File: config.mk
export PLATFORM = sky130hd
export DESIGN_NAME = regfiletmp_ctrl
export DESIGN_NICKNAME = d
export VERILOG_FILES = /design/src/rtl/regfiletmp_ctrl.sv
export SDC_FILE = /design/constraint.sdc
export NUM_CORES = 1
export LEC_CHECK = 0
export ABC_AREA = 1
export CORE_MARGIN = 5
export CORE_UTILIZATION = 35
export DETAILED_ROUTE_END_ITERATION = 8
export HOLD_SLACK_MARGIN = 0.05
export PLACE_DENSITY = 0.6
export SLEW_MARGIN = 20
export SYNTH_ARGS = -nofsm -noshare
export SYNTH_HDL_FRONTEND = slang
export SYNTH_SLANG_ARGS = --single-unit
File: constraint.sdc
create_clock -name clock -period 13.2 [get_ports clock]
set_input_delay 2.64 -clock clock [delete_from_list [all_inputs] [get_ports clock]]
set_output_delay 2.64 -clock clock [all_outputs]
set_load 0.03 [all_outputs]
File: src/rtl/regfiletmp_ctrl.sv
// ---------------------------------------------------------------------------
// regfiletmp_ctrl
// Sequencing and arbitration controller for the 32-entry temporary register
// file (regfiletmp). Entries are allocated in circular order at dispatch,
// marked complete by the completion bus, and retired in order from the head.
// The register file's single write port is shared between dispatch
// (New_entry) and completion (Update_entry). Completion normally wins the
// port; after STARVE_MAX consecutive losses, dispatch is forced to win.
//
// Optional feature macro: RFTMP_FLUSH_EN
//   When defined, a 'flush' input exists. It clears all tracking state at the
//   next edge, suppresses every grant that cycle, and zeroes the rf_* strobes
//   on the following cycle.
//
// Ports:
//   clock, reset         rising-edge clock, asynchronous active-high reset
//   disp_valid/data      dispatch request and new entry contents
//   disp_ready/tag       dispatch accepted this cycle, allocated entry (tail)
//   cmp_valid/tag/data   completion request, target entry, updated contents
//   cmp_ready            completion consumed this cycle
//   cmp_stale            registered pulse: completion hit an unallocated entry
//   commit_valid/tag     head entry allocated and completed, head pointer
//   commit_ready         commit stage retires the head
//   rf_data_in/waddr     register-file write data and address (registered)
//   rf_new_entry         register-file New_entry strobe (registered)
//   rf_update_entry      register-file Update_entry strobe (registered)
//   count                number of allocated entries, 0..DEPTH
//   flush                synchronous state clear (RFTMP_FLUSH_EN only)
// ---------------------------------------------------------------------------
module regfiletmp_ctrl #(
  parameter int DATA_W     = 73,
  parameter int DEPTH      = 32,
  parameter int AW         = 5,
  parameter int STARVE_MAX = 3
) (
  input  logic              clock,
  input  logic              reset,
  input  logic              disp_valid,
  input  logic [DATA_W-1:0] disp_data,
  output logic              disp_ready,
  output logic [AW-1:0]     disp_tag,
  input  logic              cmp_valid,
  input  logic [AW-1:0]     cmp_tag,
  input  logic [DATA_W-1:0] cmp_data,
  output logic              cmp_ready,
  output logic              cmp_stale,
  output logic              commit_valid,
  output logic [AW-1:0]     commit_tag,
  input  logic              commit_ready,
  output logic [DATA_W-1:0] rf_data_in,
  output logic [AW-1:0]     rf_waddr,
  output logic              rf_new_entry,
  output logic              rf_update_entry,
  output logic [AW:0]       count
`ifdef RFTMP_FLUSH_EN
  ,
  input  logic              flush
`endif
);

  logic [AW-1:0]    head_r;
  logic [AW-1:0]    tail_r;
  logic [DEPTH-1:0] alloc_r;
  logic [DEPTH-1:0] done_r;
  logic [1:0]       starve_cnt_r;

  logic             flush_s;
  logic             full_s;
  logic             disp_elig_s;
  logic             cmp_req_s;
  logic             disp_win_s;
  logic             cmp_win_s;
  logic             cmp_hit_s;
  logic             commit_fire_s;
  logic [AW:0]      count_nxt_s;
  logic [1:0]       starve_nxt_s;
  logic [DEPTH-1:0] alloc_nxt_s;
  logic [DEPTH-1:0] done_nxt_s;

`ifdef RFTMP_FLUSH_EN
  assign flush_s = flush;
`else
  assign flush_s = 1'b0;
`endif

  // Arbitration for the single write port and commit handshake.
  // Full is taken from the registered count, so a same-cycle commit never
  // frees a slot for dispatch. Requests are masked while reset or flush is
  // high so nothing is granted in those cycles.
  always_comb begin
    full_s        = (count == (AW+1)'(DEPTH));
    disp_elig_s   = disp_valid && !full_s && !reset && !flush_s;
    cmp_req_s     = cmp_valid && !reset && !flush_s;
    disp_win_s    = disp_elig_s &&
                    (!cmp_req_s || (starve_cnt_r == 2'(STARVE_MAX)));
    cmp_win_s     = cmp_req_s && !disp_win_s;
    cmp_hit_s     = cmp_win_s && alloc_r[cmp_tag];
    commit_valid  = alloc_r[head_r] && done_r[head_r] && !reset && !flush_s;
    commit_fire_s = commit_valid && commit_ready;
    disp_ready    = disp_win_s;
    cmp_ready     = cmp_win_s;
    disp_tag      = tail_r;
    commit_tag    = head_r;
    count_nxt_s   = count + {{AW{1'b0}}, disp_win_s}
                          - {{AW{1'b0}}, commit_fire_s};
    // Losing while eligible builds up starvation; anything else clears it.
    starve_nxt_s  = (disp_elig_s && !disp_win_s) ? (starve_cnt_r + 2'd1) : 2'd0;
  end

  // Per-entry allocation/completion next state. A retiring head clears
  // both bits and takes priority; a completion can never coincide with a
  // dispatch because only one of them is granted per cycle.
  always_comb begin
    alloc_nxt_s = alloc_r;
    done_nxt_s  = done_r;
    for (int i = 0; i < DEPTH; i++) begin
      alloc_nxt_s[i] = (commit_fire_s && (head_r == AW'(i))) ? 1'b0 :
                       ((disp_win_s && (tail_r == AW'(i))) ? 1'b1 : alloc_r[i]);
      done_nxt_s[i]  = (commit_fire_s && (head_r == AW'(i))) ? 1'b0 :
                       ((disp_win_s && (tail_r == AW'(i))) ? 1'b0 :
                        ((cmp_hit_s && (cmp_tag == AW'(i))) ? 1'b1 : done_r[i]));
    end
  end

  // Tracking state: pointers, occupancy, per-entry bits and starvation count.
  always_ff @(posedge clock or posedge reset) begin
    if (reset) begin
      head_r       <= {AW{1'b0}};
      tail_r       <= {AW{1'b0}};
      count        <= {(AW+1){1'b0}};
      alloc_r      <= {DEPTH{1'b0}};
      done_r       <= {DEPTH{1'b0}};
      starve_cnt_r <= 2'd0;
    end else if (flush_s) begin
      head_r       <= {AW{1'b0}};
      tail_r       <= {AW{1'b0}};
      count        <= {(AW+1){1'b0}};
      alloc_r      <= {DEPTH{1'b0}};
      done_r       <= {DEPTH{1'b0}};
      starve_cnt_r <= 2'd0;
    end else begin
      head_r       <= commit_fire_s ? (head_r + AW'(1)) : head_r;
      tail_r       <= disp_win_s ? (tail_r + AW'(1)) : tail_r;
      count        <= count_nxt_s;
      alloc_r      <= alloc_nxt_s;
      done_r       <= done_nxt_s;
      starve_cnt_r <= starve_nxt_s;
    end
  end

  // Registered write port toward regfiletmp plus the stale-completion pulse.
  // A stale completion is consumed but produces no write.
  always_ff @(posedge clock or posedge reset) begin
    if (reset) begin
      rf_new_entry    <= 1'b0;
      rf_update_entry <= 1'b0;
      rf_waddr        <= {AW{1'b0}};
      rf_data_in      <= {DATA_W{1'b0}};
      cmp_stale       <= 1'b0;
    end else begin
      cmp_stale <= cmp_win_s && !alloc_r[cmp_tag];
      if (disp_win_s) begin
        rf_new_entry    <= 1'b1;
        rf_update_entry <= 1'b0;
        rf_waddr        <= tail_r;
        rf_data_in      <= disp_data;
      end else if (cmp_hit_s) begin
        rf_new_entry    <= 1'b0;
        rf_update_entry <= 1'b1;
        rf_waddr        <= cmp_tag;
        rf_data_in      <= cmp_data;
      end else begin
        rf_new_entry    <= 1'b0;
        rf_update_entry <= 1'b0;
        rf_waddr        <= rf_waddr;
        rf_data_in      <= rf_data_in;
      end
    end
  end

endmodule

==> impl_results.md, run 1 <==
* Status: finished, final reports clean
* CTS Root Cell: clkbuf_16
* CP Class: in2out
* Antenna Cells at 0
* Clock transition at path regs at 0.07 ns
* Post-synthesis sequential area ratio at 41.9%
* H-tree levels at 4
* Mapped cell area at 9730 um2
* Multi-input gate area at 4720 um2
* Final Setup Violations at 0
* Fmax at 118 MHz
* Dpl cells at 2029
* Cells after synthesis at 1458
* DRC viols at 0
* Initial antenna violation count at 0
* Final Instance Area at 13100 um2
* Clock Latency Late Sink at 0.44 ns
* Crit. End Element: primary output
* Total Nets Final at 1848
* Fill cells at 2924
* Slew @ Worst Pin at 0.950 ns
* Clock Skew at 0.0132 ns
* #FFs+latches synth at 163
* Reg area at 4080 um2
* CP arrival at 5.84 ns
* CTS buffer count at 17
* WP data required at 10.56 ns
* PD cells at 171 nW/um2
* Vias at 9982
* Static Leak at 6.62 nW
* Final count of pins violating max slew at 0
* GRT Util Overall at 22.3%
* Most used cell, CP: nand2_1
* Synth area leader: dfrtp_1
* Max cap viols at 0
* 1st-iter DRT viols at 838
* Post-synth top area share at 41.9%
* Number of global-route vias before repair at 9718
* Clk sink count at 163
* Post-Route WL at 35.2 mm
* Post-CTS Setup Inserts at 0
* Avg Synthesized Cell Area at 6.68 um2
* Minimum hold slack at 0.440 ns
* Row cnt at 61
* CP max-delay cell: clkdlybuf4s50_1
* Crit-path max FO at 70
* Layout Cells excl Fill at 2060
* I/O Buffers at 255
* Core region area at 27600 um2
* Pre-antenna DRT Iters at 5
* Power, Total at 2.24 mW
* Die W at 177 um
* DIE AREA at 31200 um2
* Startpoint Class: primary input
* First-pass GRT wire length at 54.6 mm
* Detail Route Antenna Nets at 0
* DP Area at 12500 um2
* Final core occ at 47.3%
* Overflow after GRT at 0
* GPL Wtd Cong at 0.898
* Die Height at 177 um
* PnR worst setup slack at 4.72 ns
* Top Family by Delay on Critical Path: buffers and inverters
* Largest net degree at the start of global routing at 96
* Dominant cells by area after synthesis: dfrtp_1 42%, nand2_1 26%, nand3_1 6.5%
* Setup TNS at 0 ns
* Initial core utilization at 35.2%
* Net Count, Synth at 1636
* Critical path cell sequence: clkdlybuf4s50_1, inv_8, nand2_1, inv_1, nand2_1, nand3_4, nand2_1, clkinv_1, buf_4, clkdlybuf4s50_1
* RSZ-0062 raised after global routing: no
* Hold Fails Final Rpt at 0
* # hold bufs at CTS at 0
* Layout cells sized above 1 at 3.57%
* Final min period at 8.48 ns
* Worst Path Buf+Inv at 6
* Yosys warning count at 0
* DR WL/cell at 17.1 um
* Placement Setup Slack at 4.67 ns
* Vias/cell at 4.85
* Synth cell types at 31
* Worst stage delay on the critical path at 0.76 ns
* Rel. slew slack at 36.7%
* Tightest Hold Check Type: reg2reg
* Final period util at 64.3%
* Hpwl dp at 24.8 mm
* CTS tree: built
* Layout area overhead at 34.4%
* Top Ports at 256
* Post-CTS Resized at 0
* CTS max path bufs at 2
* Max VDD drop at 88.6 uV
-- cells by family after synthesis --
logic type               Yosys count  synth area share (%)
adder cells (fa/ha/maj)           22                  2.91
flip-flops                       163                  41.9
XOR/XNOR                           7                 0.630
AND/OR/NAND/NOR                  975                  40.9
AO/OA/AOI/OAI                     63                  4.00
buffers and inverters            228                  9.71
-- Yosys cell counts --
library cell	count
nand2_2	5
xor2_1	6
o21ai_1	1
inv_2	4
or2_2	1
fa_1	1
buf_4	5
buf_2	18
a21boi_0	15
nand3_1	126
nor2_2	1
inv_1	144
dfrtp_1	163
nor2_1	115
ha_1	21
nor3_1	17
nand2_4	2
nand4_1	39
a21oi_1	23
xnor2_1	1
nand2_1	668
o211ai_1	9
nor2_4	1
buf_6	6
a31oi_1	2
clkbuf_1	39
a21oi_4	1
buf_1	7
clkinv_1	4
o21ai_0	12
inv_4	1
-- power by group --
group,internal (mW),leakage [nW],switching [mW]
Combinational,0.362,4.50,0.681
Clock,0.266,0.271,0.231
Sequential,0.625,1.85,0.0730
Total,1.25,6.62,0.985
-- area by class of cell --
cell class              instances  share of cell area (%)
well taps                     378                    3.62
clock buffers                  18                    3.28
clock inverters                13                    1.08
inverters                     153                    4.47
repair buffers                268                    20.3
flip-flops and latches        163                    31.2
multi-input cells            1067                    36.1
-- sequential cells by signal (all words and copies together) (netlist names) --
signal / flops
alloc_r: 32
cmp_stale: 1
commit_tag: 5
count: 6
disp_tag: 5
done_r: 32
rf_data_in: 73
rf_new_entry: 1
rf_update_entry: 1
rf_waddr: 5
starve_cnt_r: 2
-- path summary, 6_finish.rpt --
check / startpoint / end / slack (ns) / cells after the start
max: reset / cmp_ready / 4.72 / 10
min: starve_cnt_r[0] / starve_cnt_r[0] / 0.44 / 1
max reg2reg: commit_tag[1] / count[4] / 8.89 / 20
min reg2reg: starve_cnt_r[0] / starve_cnt_r[0] / 0.44 / 1
max in group asynchronous: reset / rf_data_in[57] / 9.26 / 3
min in group asynchronous: reset / rf_new_entry / 2.64 / 2
-- worst reg2reg max path, delay by kind of cell (launching register included) --
family	cells	cell delay (ns)
fa+ha+maj	3	0.78
simple gates	8	1.20
buf+inv	6	1.41
compound gates	2	0.29
xor+xnor	1	0.15
flops	1	0.36
-- layout by cell type, fill, tap and decap left out --
master,n
clkinv_1,4
nand3_4,1
o211ai_1,9
clkinv_4,2
o21ai_0,12
ha_1,21
nor2_4,1
dfrtp_1,163
xnor2_1,1
nand3_1,125
o21ai_1,1
fa_1,1
clkinvlp_4,3
a21oi_4,1
nand4_1,39
clkbuf_1,1
nand2_4,2
inv_4,1
inv_2,3
nand2_2,5
inv_1,144
a21boi_0,15
bufinv_16,1
clkbuf_16,17
nor2_1,115
buf_4,13
nand2_1,668
xor2_1,6
nor3_1,17
or2_2,1
inv_8,5
clkdlybuf4s50_1,255
nor2_2,1
a31oi_1,2
a21oi_1,23
inv_6,3
-- metal layers --
metal  share of wire [%]  vias up  track usage, %  wire, um
met5                   0        -               0         0
met4                 2.6        0            6.29       931
met3                 9.5       59            7.78      3330
met2                  47      423            35.5     16400
met1                  41     4578            28.9     14500
li1                    -     4922               -         -
Power figures use the tool's default switching activity.
==> run 2, diff against run 1 <==
==> constraint.sdc (replaced) <==
create_clock -name clock -period 8.15 [get_ports clock]
set_input_delay 1.63 -clock clock [delete_from_list [all_inputs] [get_ports clock]]
set_output_delay 1.63 -clock clock [all_outputs]
set_load 0.03 [all_outputs]
==> impl_results.md, run 2 (synthesis gave the netlist of run 1 again) <==
* CP Class: in2out (unchanged)
* CTS buffer count at 17 (unchanged)
* Vias at 9942 (was 9982)
* Largest net degree at the start of global routing at 107 (was 96)
* Initial core utilization at 35.2% (unchanged)
* Max cap viols at 0 (unchanged)
* CTS tree: built (unchanged)
* Number of global-route vias before repair at 9656 (was 9718)
* Most common cell after layout, fill and taps aside: nand2_1 (unchanged)
* GPL Wtd Cong at 0.967 (was 0.898)
* Commonest cells after routing, fill and taps aside: 668 x nand2_1, 255 x clkdlybuf4s50_1, 163 x dfrtp_1 (unchanged)
* Static Leak at 6.66 nW (was 6.62 nW)
* Clock Skew at 0.0182 ns (was 0.0132 ns)
* Hold_sp: starve_cnt_r[0] (unchanged)
* Cell count of the worst reg-to-reg path at 21 (was 20)
* Final min period at 5.67 ns
* Total Nets Final at 1850 (was 1848)
* Final period util at 69.5%
* Slew @ Worst Pin at 1.09 ns (was 0.950 ns)
* Flop-to-flop setup slack at 3.82 ns (was 8.89 ns)
* Post-CTS Resized at 0 (unchanged)
* Clk sink count at 163 (unchanged)
* CTS Root Cell: clkbuf_16 (unchanged)
* Initial antenna violation count at 0 (unchanged)
* RSZ-0062 raised after global routing: no (unchanged)
* Post-Route WL at 34.9 mm (was 35.2 mm)
* Final count of pins violating max slew at 0 (unchanged)
* Clock Latency Late Sink at 0.44 ns (about the same)
* PD cells at 281 nW/um2 (was 171 nW/um2)
* Clock transition at path regs at 0.07 ns (about the same)
* Startpoint Class: primary input (unchanged)
* Antenna Cells at 0 (unchanged)
* Core region area at 27600 um2 (unchanged)
* # hold bufs at CTS at 0 (unchanged)
* Layout cells sized above 1 at 3.74% (was 3.57%)
* CP arrival at 4.04 ns (was 5.84 ns)
* Fmax at 176 MHz
* Max reg flops at 73 (unchanged)
* Hold path depth at 1 (unchanged)
* GRT Util Overall at 22.3% (about the same)
* DIE AREA at 31200 um2 (unchanged)
* Final Setup Violations at 0 (unchanged)
* Layout area overhead at 35.0% (was 34.4%)
* DRC viols at 0 (unchanged)
* Reg-to-Reg End: count[4] (unchanged)
* DR WL/cell at 16.9 um (was 17.1 um)
* Vias/cell at 4.82 (was 4.85)
* Hold Fails Final Rpt at 0 (unchanged)
* Crit-path max FO at 45 (was 70)
* H-tree levels at 4 (unchanged)
* Overflow after GRT at 0 (unchanged)
* Largest register by flop count: rf_data_in (unchanged)
* Row cnt at 61 (unchanged)
* I/O Buffers at 255 (unchanged)
* Pre-antenna DRT Iters at 6 (was 5)
* Tightest Hold Check Type: reg2reg (unchanged)
* Hold Path End: starve_cnt_r[0] (unchanged)
* Die Height at 177 um (unchanged)
* CTS max path bufs at 2 (unchanged)
* Hpwl dp at 25.4 mm (was 24.8 mm)
* Max VDD drop at 146 uV (was 88.6 uV)
* 1st-iter DRT viols at 880 (was 838)
* Top Ports at 256 (unchanged)
* First-pass GRT wire length at 54.5 mm (was 54.6 mm)
* WP data required at 6.52 ns (was 10.56 ns)
* Largest registers: rf_data_in x73, alloc_r x32, done_r x32 (unchanged)
* Detail Route Antenna Nets at 0 (unchanged)
* Rel. slew slack at 27.5% (was 36.7%)
* Die W at 177 um (unchanged)
* Worst r2r src: commit_tag[0] (was commit_tag[1])
* Status: finished, final reports clean (unchanged)
* Crit. End Element: primary output (unchanged)
* Post-CTS Setup Inserts at 0 (unchanged)
* Setup TNS at 0 ns (unchanged)
* Minimum hold slack at 0.440 ns (about the same)
[run 2: changes by cell type in the layout (fill, tap and decap cells not counted), sizes merged]
cell | before | now
clkbuf | 18 | 17
bufinv | 1 | 3
clkinv | 6 | 7
buf | 13 | 15
clkinvlp | 3 | 1
[run 2: critical path: stages]
cell             delay, ns
clkdlybuf4s50_1       0.49
inv_8                 0.28
nand2_1               0.09
inv_1                 0.09
nand2_1               0.09
nand3_4               0.09
nand2_1               0.09
clkinv_1              0.05
buf_4                 0.34
clkdlybuf4s50_1       0.75
[run 2: cell type report]
| type | count | area (um2) |
|---|---|---|
| clock buffer | 17 | 425 |
| clock inverter | 14 | 194 |
| fill | 2841 | 14500 |
| inverter | 153 | 584 |
| multi-input combinational | 1067 | 4720 |
| sequential | 163 | 4080 |
| tap | 378 | 473 |
| timing repair buffer | 270 | 2670 |
[run 2: metrics by stage]
step                instance area, um2  setup WS, ns  power (mW)  util (%)  cells
finish                           13100          2.48        3.69      47.6   2062
global route                     13100          2.29        3.93      47.6   2062
CTS                              13100          2.48        3.72      47.6   2062
detailed placement               12500          2.48        2.84      45.3   2031
global placement                 12500          2.49        2.82      45.3   2031
floorplan                         9740        0.0468        2.15         -   1458
[run 2: worst max path at each step]
| stage | startpoint | depth (start not counted) | slack, ns | end |
|---|---|---|---|---|
| 2_1_floorplan | reset | 4 | 0.05 | commit_valid |
| 3_3_place_gp | reset | 10 | 2.49 | cmp_ready |
| 3_5_place_dp | reset | 10 | 2.48 | cmp_ready |
| 4_1_cts | reset | 10 | 2.48 | cmp_ready |
| 5_1_grt | reset | 10 | 2.29 | cmp_ready |
| 6_report | reset | 10 | 2.48 | cmp_ready |
[run 2: layer usage]
| layer | track usage (%) | vias up | part of all wire, % |
|---|---|---|---|
| met5 | 0.481 | - | 0 |
| li1 | - | 4918 | - |
| met3 | 7.03 | 46 | 9.1 |
| met2 | 35.7 | 390 | 47 |
| met4 | 7.41 | 0 | 2.8 |
| met1 | 28.6 | 4588 | 41 |
[run 2: power breakdown]
part	total (mW)	switching (mW)	internal, mW
clock network	0.865	0.373	0.492
registers	1.13	0.117	1.01
logic	1.70	1.11	0.587
